File: src/rtl/grf_wb_arbiter_pkg.sv
// rtl/grf_wb_arbiter_pkg.sv - shared GRF widths and the hard-wired zero register
package grf_wb_arbiter_pkg;

    localparam int ADDR_W = 5;
    localparam int DATA_W = 32;

    localparam logic [ADDR_W-1:0] REG_ZERO = '0;

endpackage

File: src/rtl/grf_wb_arbiter_fifo.sv
// rtl/grf_wb_arbiter_fifo.sv - in-order aux write buffer with per-entry kill and address match
//
// Ports:
//   clk, reset                 clock, synchronous active-high reset
//   push, push_addr/data/pc    enqueue one entry (caller guarantees not full)
//   pop                        retire the head slot (caller guarantees not empty)
//   kill_en, kill_addr         invalidate every valid entry with this address
//   match_a1, match_a2         lookup addresses
//   match1, match2             per-slot valid && address-equal vectors
//   head_valid, head_*         head slot occupied and still valid, and its contents
//   any_valid                  at least one valid entry held
//   count                      occupied slots, 0..DEPTH
module wb_fifo
    import grf_wb_arbiter_pkg::*;
#(
    parameter int DEPTH = 2
) (
    input  logic                       clk,
    input  logic                       reset,
    input  logic                       push,
    input  logic [ADDR_W-1:0]          push_addr,
    input  logic [DATA_W-1:0]          push_data,
    input  logic [DATA_W-1:0]          push_pc,
    input  logic                       pop,
    input  logic                       kill_en,
    input  logic [ADDR_W-1:0]          kill_addr,
    input  logic [ADDR_W-1:0]          match_a1,
    input  logic [ADDR_W-1:0]          match_a2,
    output logic [DEPTH-1:0]           match1,
    output logic [DEPTH-1:0]           match2,
    output logic                       head_valid,
    output logic [ADDR_W-1:0]          head_addr,
    output logic [DATA_W-1:0]          head_data,
    output logic [DATA_W-1:0]          head_pc,
    output logic                       any_valid,
    output logic [$clog2(DEPTH):0]     count
);

    localparam int PW = $clog2(DEPTH);

    logic [DEPTH-1:0]  valid;
    logic [ADDR_W-1:0] addr_q [DEPTH];
    logic [DATA_W-1:0] data_q [DEPTH];
    logic [DATA_W-1:0] pc_q   [DEPTH];
    logic [PW-1:0]     rd_ptr;
    logic [PW-1:0]     wr_ptr;

    // Free slots always hold valid=0, so |valid covers occupied slots only.
    assign any_valid  = |valid;
    assign head_valid = (count != '0) && valid[rd_ptr];
    assign head_addr  = addr_q[rd_ptr];
    assign head_data  = data_q[rd_ptr];
    assign head_pc    = pc_q[rd_ptr];

    always_comb begin
        match1 = '0;
        match2 = '0;
        for (int i = 0; i < DEPTH; i++) begin
            match1[i] = valid[i] && (addr_q[i] == match_a1);
            match2[i] = valid[i] && (addr_q[i] == match_a2);
        end
    end

    always_ff @(posedge clk) begin
        if (reset) begin
            valid  <= '0;
            rd_ptr <= '0;
            wr_ptr <= '0;
            count  <= '0;
        end else begin
            for (int i = 0; i < DEPTH; i++) begin
                if (kill_en && valid[i] && (addr_q[i] == kill_addr)) begin
                    valid[i] <= 1'b0;
                end
            end
            if (pop) begin
                valid[rd_ptr] <= 1'b0;
                rd_ptr        <= rd_ptr + 1'b1;
            end
            // Written after the kill loop: a same-edge push is younger than
            // the killing write and must survive.
            if (push) begin
                valid[wr_ptr]  <= 1'b1;
                addr_q[wr_ptr] <= push_addr;
                data_q[wr_ptr] <= push_data;
                pc_q[wr_ptr]   <= push_pc;
                wr_ptr         <= wr_ptr + 1'b1;
            end
            case ({push, pop})
                2'b10:   count <= count + 1'b1;
                2'b01:   count <= count - 1'b1;
                default: count <= count;
            endcase
        end
    end

endmodule

File: src/rtl/grf_wb_arbiter.sv
// rtl/grf_wb_arbiter.sv - GRF write-port arbiter between W stage and aux unit
//
// Ports:
//   Clk, Reset                      clock, synchronous active-high reset
//   w0_we/addr/data/pc              W-stage write, never back-pressured
//   r1_valid/ready/addr/data/pc     aux write handshake
//   q_a1, q_a2                      decode read addresses
//   pend1, pend2                    read address has an in-flight aux write
//   stall_req                       ask hazard unit for a W-stage bubble
//   grf_we/a3/wd/pc                 GRF write port
module grf_wb_arbiter
    import grf_wb_arbiter_pkg::*;
#(
    parameter int DEPTH      = 2,
    parameter int STARVE_MAX = 4
) (
    input  logic              Clk,
    input  logic              Reset,
    input  logic              w0_we,
    input  logic [ADDR_W-1:0] w0_addr,
    input  logic [DATA_W-1:0] w0_data,
    input  logic [DATA_W-1:0] w0_pc,
    input  logic              r1_valid,
    output logic              r1_ready,
    input  logic [ADDR_W-1:0] r1_addr,
    input  logic [DATA_W-1:0] r1_data,
    input  logic [DATA_W-1:0] r1_pc,
    input  logic [ADDR_W-1:0] q_a1,
    input  logic [ADDR_W-1:0] q_a2,
    output logic              pend1,
    output logic              pend2,
    output logic              stall_req,
    output logic              grf_we,
    output logic [ADDR_W-1:0] grf_a3,
    output logic [DATA_W-1:0] grf_wd,
    output logic [DATA_W-1:0] grf_pc
);

    localparam int CW  = $clog2(DEPTH) + 1;
    localparam int SCW = $clog2(STARVE_MAX + 1);

    logic [DEPTH-1:0]  match1;
    logic [DEPTH-1:0]  match2;
    logic              head_valid;
    logic [ADDR_W-1:0] head_addr;
    logic [DATA_W-1:0] head_data;
    logic [DATA_W-1:0] head_pc;
    logic              any_valid;
    logic [CW-1:0]     count;
    logic [SCW-1:0]    sc;

    logic w0_active;
    logic push;
    logic pop;

    assign w0_active = w0_we && (w0_addr != REG_ZERO);
    assign r1_ready  = (count < CW'(DEPTH));
    // $0 aux writes are acknowledged but never occupy a slot.
    assign push      = !Reset && r1_valid && r1_ready && (r1_addr != REG_ZERO);
    // Any occupied head leaves on an idle W cycle; killed ones simply write nothing.
    assign pop       = !Reset && !w0_active && (count != '0);

    wb_fifo #(.DEPTH(DEPTH)) u_fifo (
        .clk        (Clk),
        .reset      (Reset),
        .push       (push),
        .push_addr  (r1_addr),
        .push_data  (r1_data),
        .push_pc    (r1_pc),
        .pop        (pop),
        .kill_en    (w0_active),
        .kill_addr  (w0_addr),
        .match_a1   (q_a1),
        .match_a2   (q_a2),
        .match1     (match1),
        .match2     (match2),
        .head_valid (head_valid),
        .head_addr  (head_addr),
        .head_data  (head_data),
        .head_pc    (head_pc),
        .any_valid  (any_valid),
        .count      (count)
    );

    // The popping entry stays visible here: the GRF only takes it at the edge.
    assign pend1 = (q_a1 != REG_ZERO) && (|match1);
    assign pend2 = (q_a2 != REG_ZERO) && (|match2);

    // During Reset the FIFO is not allowed to drive the port; W stays live.
    always_comb begin
        grf_we = 1'b0;
        grf_a3 = '0;
        grf_wd = '0;
        grf_pc = '0;
        if (Reset || w0_active) begin
            grf_we = w0_we;
            grf_a3 = w0_addr;
            grf_wd = w0_data;
            grf_pc = w0_pc;
        end else if (head_valid) begin
            grf_we = 1'b1;
            grf_a3 = head_addr;
            grf_wd = head_data;
            grf_pc = head_pc;
        end
    end

    always_ff @(posedge Clk) begin
        if (Reset) begin
            sc <= '0;
        end else if (pop || !any_valid) begin
            sc <= '0;
        end else if (head_valid && w0_active && (sc != SCW'(STARVE_MAX))) begin
            sc <= sc + 1'b1;
        end
    end

    assign stall_req = (sc == SCW'(STARVE_MAX));

endmodule

File: config.mk
export PLATFORM = sky130hd
export DESIGN_NAME = grf_wb_arbiter
export DESIGN_NICKNAME = d
export VERILOG_FILES = /design/src/rtl/grf_wb_arbiter_pkg.sv /design/src/rtl/grf_wb_arbiter_fifo.sv /design/src/rtl/grf_wb_arbiter.sv
export SDC_FILE = /design/constraint.sdc
export NUM_CORES = 1
export LEC_CHECK = 0
export BUFFER_PORTS_ARGS = -buffer_cell sky130_fd_sc_hd__buf_2
export CAP_MARGIN = 20
export CORE_AREA = 10 10 132 134
export CTS_CLUSTER_SIZE = 24
export DETAILED_ROUTE_END_ITERATION = 8
export DIE_AREA = 0 0 142 144
export MAX_ROUTING_LAYER = met4
export PLACE_DENSITY = 0.75
export SYNTH_ARGS = -nofsm -noshare
export SYNTH_HDL_FRONTEND = slang
export SYNTH_SLANG_ARGS = --single-unit
File: constraint.sdc
create_clock -name Clk -period 6.1 [get_ports Clk]
set_input_delay 1.83 -clock Clk [delete_from_list [all_inputs] [get_ports Clk]]
set_output_delay 1.83 -clock Clk [all_outputs]
set_load 0.005 [all_outputs]
# == Word level (Yosys, flattened, before mapping) ==
# Memory sizes are Yosys's and may differ from the RTL's. A register that Yosys moved wholly into a read port is not among the register bits.
# Index checks and enable logic that the tools add are counted.
# word_totals
ff_bits,9
elab_cells,98
in_bits,152
n_memories,3
ramBits,138
# op_classes
n_lt_le_gt_ge,5
bitwise,3
n_mux,31
addsub,5
n_reduce_logical,36
n_eq_ne,10
# memory_table
name,depth,word_bits,read_ports,rd_clocked_by_memory_dff,write_ports,line,source
u_fifo.data_q,2,32,1,1,1,grf_wb_arbiter_fifo.sv:43,logic [DATA_W-1:0] data_q [DEPTH];
u_fifo.pc_q,2,32,1,1,1,grf_wb_arbiter_fifo.sv:44,logic [DATA_W-1:0] pc_q [DEPTH];
u_fifo.addr_q,2,5,3,1,1,grf_wb_arbiter_fifo.sv:42,logic [ADDR_W-1:0] addr_q [DEPTH];
# ops
operator,count
$mux W32,4
$eq A5 B5 Y1,6
$logic_and A1 B1 Y1,21
$reduce_bool A5 Y1,4
$mux W1,19
$mux W5,2
$reduce_or A2 Y1,4
$mux W2,3
$lt A1 B2 Y1 const B,2
$pmux W2 S2,1
$reduce_bool A2 Y1,2
$add A3 B1 Y3 const B,1
$eq A3 B3 Y1 const B,1
$logic_not A1 Y1,3
$ne A3 B3 Y1 const B,1
$add A1 B1 Y1 const B,2
$add A2 B1 Y2 const B,1
$and A2 B2 Y2,1
$demux W1 S1,2
$eq A2 B1 Y1 const B,1
$eq A2 B2 Y1 const B,1
$ge A1 B1 Y1 const B,2
$logic_or A1 B1 Y1,2
$lt A2 B2 Y1 const B,1
other kinds (3),3

# == Logic depth before layout (Yosys ltp) ==
# Gate-level depths: netlist (run 1).
# logic_depth
ltp_word,11
mapped_depth,9

# == By module ==
# From an unflattened synthesis (run 1), not the netlist that was laid out.
# unflattened
hier_cells,568
area_unflattened_um2,7089.3
# by_module_without_submodules
module,seq_area_each_um2,cells_per_inst,instances,area_per_inst_um2
wb_fifo,4284.1,291,1,5661.7
grf_wb_arbiter,60.1,277,1,1427.6

# == Least setup slack after synthesis (run 1) ==
# OpenSTA, ideal clock, no wires.
# synth_path
kind,in2reg
from,input port Reset
to,register u_fifo.valid[1]
t_arrival_ns,5.717
path_stages,5
setup_slack_ns,0.313
n_path_buf,1
cell_sequence,clkbuf_1 -> nor2_1 -> o211ai_1 -> nor2_1 -> o221a_2
# synth_via
elab_chain_cells,7
word_cells_on_any_way,10
cone_classes,mux: 3; bitwise: 1; reduce/logical: 6
# synth_lines
element,line,source
"start, declared",grf_wb_arbiter.sv:18,"input logic Reset,"
$logic_not A1 Y1,"grf_wb_arbiter.sv:59, grf_wb_arbiter.sv:61",
$logic_and A1 B1 Y1 (2 in a row),grf_wb_arbiter.sv:61,assign pop = !Reset && !w0_active && (count != '0);
$mux W2,grf_wb_arbiter_fifo.sv:76,if (pop) begin
$mux W2,grf_wb_arbiter_fifo.sv:65,if (reset) begin
$or A2 B2 Y2 (no source line),n/a,
$mux W2,grf_wb_arbiter_fifo.sv:82,if (push) begin
"end signal, assigned",grf_wb_arbiter_fifo.sv:66,valid <= '0;
"end signal, assigned by index",grf_wb_arbiter_fifo.sv:77,valid[rd_ptr] <= 1'b0;
"end signal, assigned by index",grf_wb_arbiter_fifo.sv:83,valid[wr_ptr] <= 1'b1;
"end, declared",grf_wb_arbiter_fifo.sv:41,logic [DEPTH-1:0] valid;
# Parallel ways exist; a longest one is shown, timed or not. The select of a mux whose other input is x is not followed.
# A chain may end at the register's enable or synchronous reset.

# == Worst setup path in the final report (run 1) ==
# layout_path
from,input port w0_addr[1]
to,output port grf_wd[24]
# layout_via
elab_chain_cells,4
# layout_lines
element,line,source
"start, declared",grf_wb_arbiter.sv:20,"input logic [ADDR_W-1:0] w0_addr,"
$reduce_bool A5 Y1,grf_wb_arbiter.sv:56,assign w0_active = w0_we && (w0_addr != REG_ZERO);
$logic_and A1 B1 Y1,grf_wb_arbiter.sv:56,
$logic_or A1 B1 Y1,grf_wb_arbiter.sv:95,if (Reset || w0_active) begin
$mux W32,grf_wb_arbiter.sv:95,
"end, declared",grf_wb_arbiter.sv:35,"output logic [DATA_W-1:0] grf_wd,"
# No other way between the ends.

==> results of run 1 <==
Yosys cell counts (all sizes together):
cell type / instances / area share (%)
nand2: 72 / 4.1
inv: 8 / 0.46
or4: 4 / 0.46
o221a: 1 / 0.17
or2: 1 / 0.096
nor2: 6 / 0.34
dfxtp: 10 / 3.1
nor3: 1 / 0.076
o22a: 1 / 0.13
o41a: 1 / 0.17
and2: 1 / 0.096
xor2: 21 / 2.8
xnor2: 11 / 1.5
clkbuf: 16 / 0.92
o221ai: 1 / 0.13
mux2i: 70 / 11
edfxtp: 138 / 63
a21oi: 10 / 0.76
nand2b: 1 / 0.096
buf: 10 / 1.5
nor4: 4 / 0.38
o211ai: 1 / 0.11
o21ai: 74 / 6.2
o31ai: 2 / 0.23
ha: 3 / 0.57
o41ai: 2 / 0.27
or3: 6 / 0.65
nand3: 8 / 0.61
o31a: 1 / 0.13
worst min-delay path, stage by stage, from the launching register on:
cell and delay (ps):
dfxtp_1 300, nand2_1 50, a21oi_1 60
logic make-up (layout without fill, tap and decap cells):
| kind of cell | after synthesis | in the layout | synth area share (%) |
|---|---|---|---|
| compound gates | 94 | 94 | 8.30 |
| xor+xnor | 32 | 32 | 4.28 |
| fa+ha+maj | 3 | 3 | 0.573 |
| buf+inv | 34 | 271 | 2.85 |
| flops | 148 | 148 | 66.4 |
| mux | 70 | 70 | 10.7 |
| other cells | 0 | 3 | 0 |
| simple gates | 104 | 104 | 6.94 |
per-layer routing:
metal  global-route usage (%)  vias up  routed length, µm
li1                         -     2256                  -
met1                     18.1     2193               6340
met2                     26.8      171               8440
met3                     5.25       29               1220
met4                     7.64        0                306
met5                        -        -                  0
power groups by stage:
stage	registers (mW)	clock network (mW)	logic [mW]
2_1_floorplan	1.19	0	0.141
3_5_place_dp	1.21	0	0.253
5_1_grt	1.19	1.01	0.279
3_3_place_gp	1.21	0	0.245
4_1_cts	1.19	0.964	0.254
6_report	1.19	0.944	0.249
stage by stage:
stage / area, µm² / cells / utilization (%)
after floorplan: 6550 / 485 / -
after global placement: 7810 / 878 / 52.5
after detailed placement: 7810 / 878 / 52.5
after CTS: 8350 / 910 / 56.2
after global routing: 8360 / 913 / 56.2
final: 8360 / 913 / 56.2
flip-flops by register name (all words and copies together), names as in the netlist, named ones only:
| name | flops |
|---|---|
| u_fifo.pc_q | 64 |
| u_fifo.rd_ptr | 1 |
| sc | 3 |
| u_fifo.wr_ptr | 1 |
| u_fifo.addr_q | 10 |
| u_fifo.data_q | 64 |
| u_fifo.valid | 2 |
| u_fifo.count | 2 |
cell type report:
type | instances | area share [%]
Sequential cell | 148 | 52.0
Multi-Input combinational cell | 303 | 24.2
Timing Repair Buffer | 231 | 14.0
Clock buffer | 18 | 5.13
Tap cell | 188 | 2.81
Clock inverter | 14 | 1.36
Inverter | 8 | 0.359
Antenna cell | 3 | 0.0898
cell usage in the layout, fill, tap and decap left out, types with 4 or more instances in the layout:
cell	n
o21ai_0	5
clkbuf_16	17
edfxtp_1	138
or4_1	4
nor2_1	5
o21ai_2	9
mux2i_1	70
or3_1	4
inv_1	7
dfxtp_1	9
nand2_1	72
nor4_1	4
clkinv_4	4
buf_2	225
xor2_1	21
buf_4	6
xnor2_1	11
clkinv_1	4
a21oi_1	10
nand3_1	8
o21ai_1	60
worst min path at each step:
stage                                    start                          to  slack, ps
floorplan           u_fifo.wr_ptr$_SDFFE_PP0N_  u_fifo.wr_ptr$_SDFFE_PP0N_        440
global placement    u_fifo.wr_ptr$_SDFFE_PP0N_  u_fifo.wr_ptr$_SDFFE_PP0N_        450
detailed placement  u_fifo.wr_ptr$_SDFFE_PP0N_  u_fifo.wr_ptr$_SDFFE_PP0N_        460
CTS                 u_fifo.wr_ptr$_SDFFE_PP0N_  u_fifo.wr_ptr$_SDFFE_PP0N_        460
global route        u_fifo.wr_ptr$_SDFFE_PP0N_  u_fifo.wr_ptr$_SDFFE_PP0N_        500
finish              u_fifo.wr_ptr$_SDFFE_PP0N_  u_fifo.wr_ptr$_SDFFE_PP0N_        460
==> flow_results.xml, run 1 <==
<?xml version="1.0" encoding="UTF-8"?>
<metrics>
  <group name="status">
    <metric name="status" unit="">complete, no violations</metric>
  </group>
  <group name="global_route">
    <metric name="gr-total-overflow" unit="">0</metric>
    <metric name="grt_first_pass_wirelength" unit="mm">25.6</metric>
    <metric name="grt_max_degree" unit="">75</metric>
    <metric name="grt_pass1_vias" unit="">5130</metric>
    <metric name="grt_antenna_before_repair" unit="">3</metric>
    <metric name="grt_usage" unit="%">16.4</metric>
  </group>
  <group name="job">
    <metric name="count_of_max_cap_constraint_violations" unit="">0</metric>
  </group>
  <group name="pwr">
    <metric name="power-per-cell-area" unit="mW/mm²">285</metric>
    <metric name="combinational_power_share" unit="%">10.5</metric>
    <metric name="cell_internal_pwr" unit="mW">1.83</metric>
    <metric name="vdd.ir_drop.worst" unit="V">0.000208</metric>
    <metric name="power" unit="mW">2.38</metric>
    <metric name="clockPowerShare" unit="%">39.7</metric>
    <metric name="static-leakage-power" unit="nW">3.25</metric>
    <metric name="sw_frac_of_total" unit="%">23.1</metric>
    <metric name="seq_power_share" unit="%">49.9</metric>
    <metric name="power.net_switching" unit="mW">0.549</metric>
  </group>
  <group name="worst_setup_path">
    <metric name="setup.worst_path.end_class" unit="">output port</metric>
    <metric name="path_buf_inv" unit="">3</metric>
    <metric name="worst_setup_path_startpoint" unit="">w0_addr[1]</metric>
    <metric name="ff2ff_path_depth" unit="">5</metric>
    <metric name="critPathArrivalTime" unit="ps">3670</metric>
    <metric name="setup.reg_to_reg.worst_slack" unit="ps">3900</metric>
    <metric name="cp_max_fo" unit="">37</metric>
    <metric name="path_cells" unit="">buf_2 &gt; or3_4 &gt; o22a_2 &gt; or3_2 &gt; buf_4 &gt; o21ai_1 &gt; buf_2</metric>
    <metric name="cp-endpoint" unit="">grf_wd[24]</metric>
    <metric name="critPathRequiredTime" unit="ps">4270</metric>
    <metric name="timing.critical_path.depth" unit="">7</metric>
    <metric name="worst_path_dominant_cell_family" unit="">simple AND/OR/NAND/NOR gates</metric>
    <metric name="startpoint_class" unit="">primary input</metric>
    <metric name="worst_path_cell_with_the_longest_stage_delay" unit="">or3_2</metric>
    <metric name="critical-path-max-stage-delay" unit="ps">460</metric>
    <metric name="crit_top_cell" unit="">buf_2</metric>
    <metric name="timing.setup.critical_path_class" unit="">primary input to output port</metric>
    <metric name="timing.rr.start" unit="">u_fifo.count[1]$_SDFFE_PP0P_</metric>
    <metric name="worst_r2r_endpoint" unit="">u_fifo.data_q[0][16]$_DFFE_PP_</metric>
  </group>
  <group name="timing">
    <metric name="finish_stage_setup_viols" unit="">0</metric>
    <metric name="hold_violations" unit="">0</metric>
    <metric name="worstMarginPinSlew" unit="ps">980</metric>
    <metric name="post_route_skew" unit="ps">9.28</metric>
    <metric name="grt_setup_unrepaired" unit="">false</metric>
    <metric name="final.min_clock_period" unit="ps">5500</metric>
    <metric name="setup_slack" unit="ps">598</metric>
    <metric name="slew_headroom" unit="%">34.6</metric>
    <metric name="post-route-period-util" unit="%">90.2</metric>
    <metric name="tns" unit="ps">0</metric>
    <metric name="fmax" unit="GHz">0.182</metric>
    <metric name="maxSlewViolCount" unit="">0</metric>
    <metric name="whs" unit="ps">462</metric>
  </group>
  <group name="clock_network">
    <metric name="clkLatencyLatePin" unit="ps">420</metric>
    <metric name="numClockSinks" unit="">148</metric>
    <metric name="setup_repair_bufs_after_cts" unit="">0</metric>
    <metric name="cts_inserted_buffers" unit="">17</metric>
    <metric name="cts_hold_buffers" unit="">0</metric>
    <metric name="clkSlewWorstSetupHoldPaths" unit="ps">60</metric>
    <metric name="cts_tree" unit="">done</metric>
    <metric name="ctsRootBufferMaster" unit="">clkbuf_16</metric>
    <metric name="cts_h_tree_lvls" unit="">4</metric>
    <metric name="cts.repair.resized" unit="">0</metric>
    <metric name="clock_tree.buffer_depth" unit="">2</metric>
  </group>
  <group name="worst_hold_path">
    <metric name="worst_hold_path_type" unit="">flip-flop to flip-flop</metric>
    <metric name="number_of_cells_on_the_worst_hold_path" unit="">2</metric>
  </group>
  <group name="route">
    <metric name="post_drt_wl_per_cell" unit="µm">17.9</metric>
    <metric name="postRouteWirelength" unit="mm">16.3</metric>
    <metric name="remaining_drc_errors" unit="">0</metric>
    <metric name="drtAntennaViolNets" unit="">0</metric>
    <metric name="detailedRoute.firstPassIterationCount" unit="">4</metric>
    <metric name="vias" unit="">4649</metric>
    <metric name="routed_via_density" unit="">5.09</metric>
    <metric name="dr.first_iter.drc_count" unit="">233</metric>
  </group>
  <group name="yosys">
    <metric name="syn-mean-instance-area" unit="µm²">13.5</metric>
    <metric name="ys_warn_count" unit="">0</metric>
    <metric name="post_synth_inst_count" unit="">485</metric>
    <metric name="synth_cell_type_count" unit="">34</metric>
    <metric name="syn-num-nets" unit="">640</metric>
    <metric name="synth-seq-cells" unit="">148</metric>
    <metric name="yosysSeqAreaShare" unit="%">66.4</metric>
    <metric name="synth.cell_area" unit="mm²">0.00655</metric>
  </group>
  <group name="die">
    <metric name="core-area" unit="mm²">0.0149</metric>
    <metric name="overall_die_width" unit="µm">142</metric>
    <metric name="design.die.area" unit="mm²">0.0204</metric>
    <metric name="site_rows" unit="">45</metric>
    <metric name="die_y" unit="µm">144</metric>
    <metric name="io-pin-count" unit="">226</metric>
    <metric name="initial_utilization" unit="%">44.0</metric>
  </group>
  <group name="placed_design">
    <metric name="detailedPlacementHpwl" unit="mm">12.0</metric>
    <metric name="place_worst_setup_slack" unit="ps">602</metric>
    <metric name="port-buffer-count" unit="">225</metric>
    <metric name="finalWeightedCongestion" unit="">0.850</metric>
  </group>
  <group name="layout">
    <metric name="final_layout_size_suffix_gt1_share" unit="%">38.1</metric>
    <metric name="sequential_cell_area_in_the_final_layout" unit="mm²">0.00435</metric>
    <metric name="nets" unit="">864</metric>
    <metric name="total_area_of_multi_input_combinational_cells" unit="mm²">0.00203</metric>
    <metric name="final.fill_count" unit="">1256</metric>
    <metric name="syn2layout_area_growth" unit="%">27.7</metric>
  </group>
</metrics>
Note: power is estimated with default switching activity, not from simulation.
==> run 2, diff against run 1 <==
--- a/config.mk
+++ b/config.mk
@@ -7,12 +7,13 @@
 export LEC_CHECK = 0
 export BUFFER_PORTS_ARGS = -buffer_cell sky130_fd_sc_hd__buf_2
 export CAP_MARGIN = 20
-export CORE_AREA = 10 10 132 134
+export CORE_AREA = 10 10 130 132
+export CTS_BUF_LIST = sky130_fd_sc_hd__clkbuf_8
 export CTS_CLUSTER_SIZE = 24
 export DETAILED_ROUTE_END_ITERATION = 8
-export DIE_AREA = 0 0 142 144
+export DIE_AREA = 0 0 140 142
 export MAX_ROUTING_LAYER = met4
-export PLACE_DENSITY = 0.75
+export PLACE_DENSITY = 0.77
 export SYNTH_ARGS = -nofsm -noshare
 export SYNTH_HDL_FRONTEND = slang
 export SYNTH_SLANG_ARGS = --single-unit
==> flow_results.xml, run 2 (synthesized netlist as in run 1, its figures left out) <==
<?xml version="1.0" encoding="UTF-8"?>
<metrics>
  <group name="pwr">
    <metric name="vdd.ir_drop.worst" unit="V">0.000163</metric>
    <metric name="power-per-cell-area" unit="mW/mm²">265</metric>
    <metric name="static-leakage-power" unit="nW">3.18</metric>
  </group>
  <group name="worst_setup_path">
    <metric name="timing.setup.critical_path_class" unit="">primary input to output port</metric>
    <metric name="setup.worst_path.end_class" unit="">output port</metric>
    <metric name="critPathArrivalTime" unit="ps">3700</metric>
    <metric name="startpoint_class" unit="">primary input</metric>
    <metric name="cp_max_fo" unit="">33</metric>
    <metric name="critPathRequiredTime" unit="ps">4270</metric>
  </group>
  <group name="layout">
    <metric name="final.fill_count" unit="">1163</metric>
    <metric name="postLayoutCellArea" unit="mm²">0.00820</metric>
    <metric name="nets" unit="">864</metric>
    <metric name="final_layout_size_suffix_gt1_share" unit="%">38.5</metric>
    <metric name="syn2layout_area_growth" unit="%">25.2</metric>
    <metric name="layout.cells.most_common" unit="">buf_2</metric>
    <metric name="layout.cells.most_common_list" unit="">buf_2, edfxtp_1, nand2_1</metric>
    <metric name="final_cell_count_no_fill" unit="">907</metric>
    <metric name="largest_registers" unit="">u_fifo.data_q x64, u_fifo.pc_q x64, u_fifo.addr_q x10</metric>
  </group>
  <group name="global_route">
    <metric name="grt_first_pass_wirelength" unit="mm">26.0</metric>
    <metric name="grt_max_degree" unit="">75</metric>
    <metric name="grt_antenna_before_repair" unit="">1</metric>
    <metric name="grt_pass1_vias" unit="">5115</metric>
    <metric name="gr-total-overflow" unit="">0</metric>
    <metric name="grt_usage" unit="%">16.8</metric>
  </group>
  <group name="status">
    <metric name="status" unit="">complete, no violations</metric>
  </group>
  <group name="timing">
    <metric name="post-route-period-util" unit="%">90.6</metric>
    <metric name="final.min_clock_period" unit="ps">5530</metric>
    <metric name="maxSlewViolCount" unit="">0</metric>
    <metric name="worstMarginPinSlew" unit="ps">1000</metric>
    <metric name="hold_violations" unit="">0</metric>
    <metric name="fmax" unit="GHz">0.181</metric>
    <metric name="whs" unit="ps">468</metric>
    <metric name="grt_setup_unrepaired" unit="">false</metric>
    <metric name="finish_stage_setup_viols" unit="">0</metric>
    <metric name="tns" unit="ps">0</metric>
    <metric name="post_route_skew" unit="ps">8.08</metric>
    <metric name="slew_headroom" unit="%">33.0</metric>
  </group>
  <group name="route">
    <metric name="vias" unit="">4695</metric>
    <metric name="remaining_drc_errors" unit="">0</metric>
    <metric name="dr.first_iter.drc_count" unit="">275</metric>
    <metric name="post_drt_wl_per_cell" unit="µm">18.4</metric>
    <metric name="drtAntennaViolNets" unit="">0</metric>
    <metric name="routed_via_density" unit="">5.18</metric>
    <metric name="postRouteWirelength" unit="mm">16.7</metric>
    <metric name="detailedRoute.firstPassIterationCount" unit="">4</metric>
  </group>
  <group name="placed_design">
    <metric name="detailedPlacementHpwl" unit="mm">12.3</metric>
    <metric name="dp.cells" unit="">874</metric>
    <metric name="finalWeightedCongestion" unit="">0.886</metric>
    <metric name="placedInstanceArea" unit="mm²">0.00780</metric>
    <metric name="port-buffer-count" unit="">225</metric>
  </group>
  <group name="clock_network">
    <metric name="clkLatencyLatePin" unit="ps">440</metric>
    <metric name="cts_hold_buffers" unit="">0</metric>
    <metric name="ctsRootBufferMaster" unit="">clkbuf_8</metric>
    <metric name="cts_inserted_buffers" unit="">17</metric>
    <metric name="cts.repair.resized" unit="">0</metric>
    <metric name="cts_tree" unit="">done</metric>
    <metric name="numClockSinks" unit="">148</metric>
    <metric name="clkSlewWorstSetupHoldPaths" unit="ps">80</metric>
    <metric name="setup_repair_bufs_after_cts" unit="">0</metric>
    <metric name="cts_h_tree_lvls" unit="">4</metric>
    <metric name="clock_tree.buffer_depth" unit="">2</metric>
  </group>
  <group name="die">
    <metric name="site_rows" unit="">44</metric>
    <metric name="io-pin-count" unit="">226</metric>
    <metric name="core-area" unit="mm²">0.0143</metric>
    <metric name="initial_utilization" unit="%">45.7</metric>
    <metric name="die_y" unit="µm">142</metric>
    <metric name="design.die.area" unit="mm²">0.0199</metric>
    <metric name="overall_die_width" unit="µm">140</metric>
  </group>
  <group name="job">
    <metric name="count_of_max_cap_constraint_violations" unit="">0</metric>
  </group>
  <group name="worst_hold_path">
    <metric name="worst_hold_path_type" unit="">flip-flop to flip-flop</metric>
  </group>
</metrics>
==> run 2: cell types whose count changed in the layout (fill, tap and decap cells not counted), moves of 2 or more <==
| cell | previous run | this run |
|---|---|---|
| clkbuf_16 | 17 | 0 |
| clkbuf_8 | 0 | 17 |
| clkinv_1 | 4 | 1 |
| inv_6 | 1 | 3 |
| diode_2 | 3 | 1 |
==> run 2: area by class of cell <==
type / count / area [µm²] / share of cell area (%)
sequential: 148 / 4350 / 53.0
multi-input combinational: 303 / 2030 / 24.7
timing repair buffer: 231 / 1170 / 14.3
clock buffer: 17 / 234 / 2.85
tap: 184 / 230 / 2.81
clock inverter: 15 / 158 / 1.92
inverter: 8 / 30.0 / 0.366
antenna: 1 / 2.50 / 0.0305
==> run 2: final timing paths <==
kind | start | endpoint | slack, ps | depth (start not counted)
hold reg to reg | u_fifo.wr_ptr$_SDFFE_PP0N_ | u_fifo.wr_ptr$_SDFFE_PP0N_ | 470 | 2
setup / recovery | w0_addr[1] | grf_a3[4] | 570 | 7
setup reg to reg | u_fifo.count[1]$_SDFFE_PP0P_ | u_fifo.pc_q[0][5]$_DFFE_PP_ | 3580 | 5
hold / removal | u_fifo.wr_ptr$_SDFFE_PP0N_ | u_fifo.wr_ptr$_SDFFE_PP0N_ | 470 | 2
==> run 2: routing by layer <==
metal  vias to the layer above  global-route usage, %  wire length (µm)
li1                       2249                      -                 -
met1                      2206                   19.5              6880
met2                       215                   27.4              8280
met3                        25                   4.74              1240
met4                         0                   6.41               284
met5                         -                      -                 0
==> run 2: per-stage QoR <==
stage	util, %	total power [mW]	setup slack (ps)
after floorplan	-	1.33	313
after global placement	54.5	1.45	615
after detailed placement	54.5	1.46	563
after CTS	57.3	2.20	557
after global routing	57.3	2.27	493
final	57.3	2.17	572
==> run 2: report_power, final <==
group | internal (mW) | switching, mW | total (mW)
combinational | 0.117 | 0.135 | 0.252
clock | 0.366 | 0.372 | 0.737
sequential | 1.16 | 0.0289 | 1.18
total | 1.64 | 0.536 | 2.17
==> run 2: critical path: stages <==
cell and delay [ps]:
buf_2 130, or3_4 400, o22a_2 220, or3_2 470, buf_4 270, o21ai_1 230
buf_2 150
==> run 3, diff against run 2 <==
--- a/config.mk
+++ b/config.mk
@@ -5,15 +5,16 @@
 export SDC_FILE = /design/constraint.sdc
 export NUM_CORES = 1
 export LEC_CHECK = 0
+export ABC_AREA = 1
 export BUFFER_PORTS_ARGS = -buffer_cell sky130_fd_sc_hd__buf_2
 export CAP_MARGIN = 20
-export CORE_AREA = 10 10 130 132
+export CORE_AREA = 10 10 131 133
 export CTS_BUF_LIST = sky130_fd_sc_hd__clkbuf_8
 export CTS_CLUSTER_SIZE = 24
 export DETAILED_ROUTE_END_ITERATION = 8
-export DIE_AREA = 0 0 140 142
+export DIE_AREA = 0 0 141 143
 export MAX_ROUTING_LAYER = met4
-export PLACE_DENSITY = 0.77
+export PLACE_DENSITY_LB_ADDON = 0.3
 export SYNTH_ARGS = -nofsm -noshare
 export SYNTH_HDL_FRONTEND = slang
 export SYNTH_SLANG_ARGS = --single-unit
==> flow_results.xml, run 3 <==
<?xml version="1.0" encoding="UTF-8"?>
<metrics>
  <group name="status">
    <metric name="status" unit="">complete, no violations</metric>
  </group>
  <group name="layout">
    <metric name="syn2layout_area_growth" unit="%">23.8</metric>
    <metric name="layout.cells.most_common_list" unit="">buf_2, edfxtp_1, o21ai_0</metric>
    <metric name="postLayoutCellArea" unit="mm²">0.00833</metric>
    <metric name="layout.cells.most_common" unit="">buf_2</metric>
    <metric name="final_layout_size_suffix_gt1_share" unit="%">34.6</metric>
    <metric name="final_util" unit="%">57.7</metric>
    <metric name="largest_registers" unit="">u_fifo.data_q x64, u_fifo.pc_q x64, u_fifo.addr_q x10</metric>
    <metric name="nets" unit="">922</metric>
  </group>
  <group name="die">
    <metric name="design.die.area" unit="mm²">0.0202</metric>
    <metric name="core-area" unit="mm²">0.0144</metric>
    <metric name="overall_die_width" unit="µm">141</metric>
    <metric name="site_rows" unit="">44</metric>
    <metric name="initial_utilization" unit="%">46.6</metric>
    <metric name="io-pin-count" unit="">226</metric>
    <metric name="die_y" unit="µm">143</metric>
  </group>
  <group name="worst_setup_path">
    <metric name="worst_r2r_endpoint" unit="">u_fifo.data_q[0][11]$_DFFE_PP_</metric>
    <metric name="critPathArrivalTime" unit="ps">3820</metric>
    <metric name="setup.worst_path.end_class" unit="">output port</metric>
    <metric name="path_buf_inv" unit="">4</metric>
    <metric name="timing.setup.critical_path_class" unit="">primary input to output port</metric>
    <metric name="cp_max_fo" unit="">68</metric>
    <metric name="startpoint_class" unit="">primary input</metric>
    <metric name="critical-path-max-stage-delay" unit="ps">480</metric>
    <metric name="critPathRequiredTime" unit="ps">4270</metric>
    <metric name="worst_path_dominant_cell_family" unit="">buffers and inverters</metric>
    <metric name="path_cells" unit="">buf_2 &gt; nor2_1 &gt; nand3_2 &gt; nand2_4 &gt; inv_4 &gt; nor2_8 &gt; nand2_4 &gt; buf_4 &gt; o21ai_1 &gt; buf_2</metric>
    <metric name="timing.rr.start" unit="">u_fifo.count[1]$_SDFFE_PP0P_</metric>
    <metric name="worst_path_cell_with_the_longest_stage_delay" unit="">nand2_4</metric>
    <metric name="ff2ff_path_depth" unit="">6</metric>
    <metric name="setup.reg_to_reg.worst_slack" unit="ps">3980</metric>
  </group>
  <group name="placed_design">
    <metric name="placedInstanceArea" unit="mm²">0.00793</metric>
    <metric name="port-buffer-count" unit="">225</metric>
    <metric name="finalWeightedCongestion" unit="">0.958</metric>
    <metric name="detailedPlacementHpwl" unit="mm">13.5</metric>
  </group>
  <group name="yosys">
    <metric name="synth.top_cell.area_share" unit="%">61.6</metric>
    <metric name="post_synth_inst_count" unit="">546</metric>
    <metric name="synth.cell_area" unit="mm²">0.00673</metric>
    <metric name="syn-num-nets" unit="">701</metric>
    <metric name="cell_taking_the_most_area_after_synthesis" unit="">edfxtp_1</metric>
    <metric name="synth_enable_flop_cells" unit="">138</metric>
    <metric name="synth-seq-cells" unit="">148</metric>
    <metric name="yosysSeqAreaShare" unit="%">64.6</metric>
    <metric name="ys_warn_count" unit="">0</metric>
    <metric name="yosysMostFrequentCell" unit="">edfxtp_1</metric>
    <metric name="async_flop_share" unit="%">0</metric>
    <metric name="syn-mean-instance-area" unit="µm²">12.3</metric>
    <metric name="ys_top_cells_by_count" unit="">edfxtp_1, o21ai_0, o21ai_1, mux2i_1, nand2_1</metric>
    <metric name="synth_cell_type_count" unit="">24</metric>
    <metric name="synthFlopType" unit="">edfxtp_1</metric>
    <metric name="synthTopCellsByArea" unit="">edfxtp_1, mux2i_1, o21ai_0</metric>
  </group>
  <group name="timing">
    <metric name="tns" unit="ps">0</metric>
    <metric name="slew_headroom" unit="%">43.4</metric>
    <metric name="post_route_skew" unit="ps">15.8</metric>
    <metric name="worstMarginPinSlew" unit="ps">848</metric>
    <metric name="maxSlewViolCount" unit="">0</metric>
    <metric name="final.min_clock_period" unit="ps">5650</metric>
    <metric name="post-route-period-util" unit="%">92.7</metric>
    <metric name="grt_setup_unrepaired" unit="">false</metric>
    <metric name="whs" unit="ps">489</metric>
    <metric name="finish_stage_setup_viols" unit="">0</metric>
    <metric name="fmax" unit="GHz">0.177</metric>
    <metric name="hold_violations" unit="">0</metric>
  </group>
  <group name="clock_network">
    <metric name="cts_h_tree_lvls" unit="">4</metric>
    <metric name="cts.repair.resized" unit="">0</metric>
    <metric name="setup_repair_bufs_after_cts" unit="">0</metric>
    <metric name="cts_inserted_buffers" unit="">17</metric>
    <metric name="clock_tree.buffer_depth" unit="">2</metric>
    <metric name="numClockSinks" unit="">148</metric>
    <metric name="clkSlewWorstSetupHoldPaths" unit="ps">80</metric>
    <metric name="cts_hold_buffers" unit="">0</metric>
    <metric name="clkLatencyLatePin" unit="ps">430</metric>
    <metric name="ctsRootBufferMaster" unit="">clkbuf_8</metric>
    <metric name="cts_tree" unit="">done</metric>
  </group>
  <group name="route">
    <metric name="postRouteWirelength" unit="mm">18.3</metric>
    <metric name="drtAntennaViolNets" unit="">0</metric>
    <metric name="detailedRoute.firstPassIterationCount" unit="">5</metric>
    <metric name="remaining_drc_errors" unit="">0</metric>
    <metric name="dr.first_iter.drc_count" unit="">358</metric>
    <metric name="post_drt_wl_per_cell" unit="µm">18.9</metric>
    <metric name="routed_via_density" unit="">5.30</metric>
    <metric name="vias" unit="">5129</metric>
  </group>
  <group name="pwr">
    <metric name="power-per-cell-area" unit="mW/mm²">259</metric>
    <metric name="vdd.ir_drop.worst" unit="V">0.000164</metric>
    <metric name="static-leakage-power" unit="nW">3.23</metric>
  </group>
  <group name="global_route">
    <metric name="gr-total-overflow" unit="">0</metric>
    <metric name="grt_usage" unit="%">18.0</metric>
    <metric name="grt_pass1_vias" unit="">5480</metric>
    <metric name="grt_antenna_before_repair" unit="">3</metric>
    <metric name="grt_first_pass_wirelength" unit="mm">27.9</metric>
    <metric name="grt_max_degree" unit="">75</metric>
  </group>
  <group name="worst_hold_path">
    <metric name="number_of_cells_on_the_worst_hold_path" unit="">2</metric>
    <metric name="hold-path-endpoint" unit="">u_fifo.wr_ptr$_SDFFE_PP0N_</metric>
    <metric name="worst_hold_path_type" unit="">flip-flop to flip-flop</metric>
    <metric name="min_from" unit="">u_fifo.wr_ptr$_SDFFE_PP0N_</metric>
  </group>
  <group name="job">
    <metric name="count_of_max_cap_constraint_violations" unit="">0</metric>
  </group>
</metrics>
-- run 3: layout make-up --
type,count,area (µm²)
clock inverter,15,154
multi-input combinational,333,2040
fill,1225,6090
timing repair buffer,232,1180
tap,184,230
inverter,35,134
antenna,3,7.51
clock buffer,17,234
sequential,148,4350
-- run 3: where the power goes --
part | internal [mW] | switching, mW
registers | 1.15 | 0.0230
logic | 0.110 | 0.140
clock network | 0.367 | 0.369
-- run 3: tightest hold or removal path, stage by stage (launching register included) --
cell	delay, ps
dfxtp_1	330
nand2_1	60
a21oi_1	60
-- run 3: cells by family (layout without fill, tap and decap cells) --
group	Yosys count	in the layout	share of synthesized area (%)
compound gates	175	175	13.2
flops	148	148	64.6
simple gates	78	78	5.38
mux	65	65	9.67
buf+inv	65	299	5.04
xor+xnor	12	12	1.56
fa+ha+maj	3	3	0.558
other cells	0	3	0
-- run 3: worst max path at each step --
stage,startpoint,endpoint,cells after the start
floorplan,w0_addr[1],grf_pc[0],8
global placement,w0_addr[1],grf_wd[26],10
detailed placement,w0_addr[1],grf_pc[1],10
CTS,w0_addr[1],grf_pc[1],10
global route,w0_addr[1],grf_pc[1],10
finish,w0_addr[0],grf_pc[1],10
-- run 3: metrics by stage --
step	instances	power (mW)	setup WS, ps
after floorplan	546	1.32	1610
after CTS	964	2.18	464
final	967	2.16	445
after global routing	967	2.26	328
after global placement	932	1.44	592
after detailed placement	932	1.45	466
-- run 3: layer usage --
metal	up-vias	wire [µm]	track usage (%)	part of all wire, %
li1	2467	-	-	-
met1	2431	7520	20.7	41
met2	208	9180	29.8	50
met3	23	1280	4.91	7.0
met4	0	308	6.63	1.7
met5	-	0	-	0
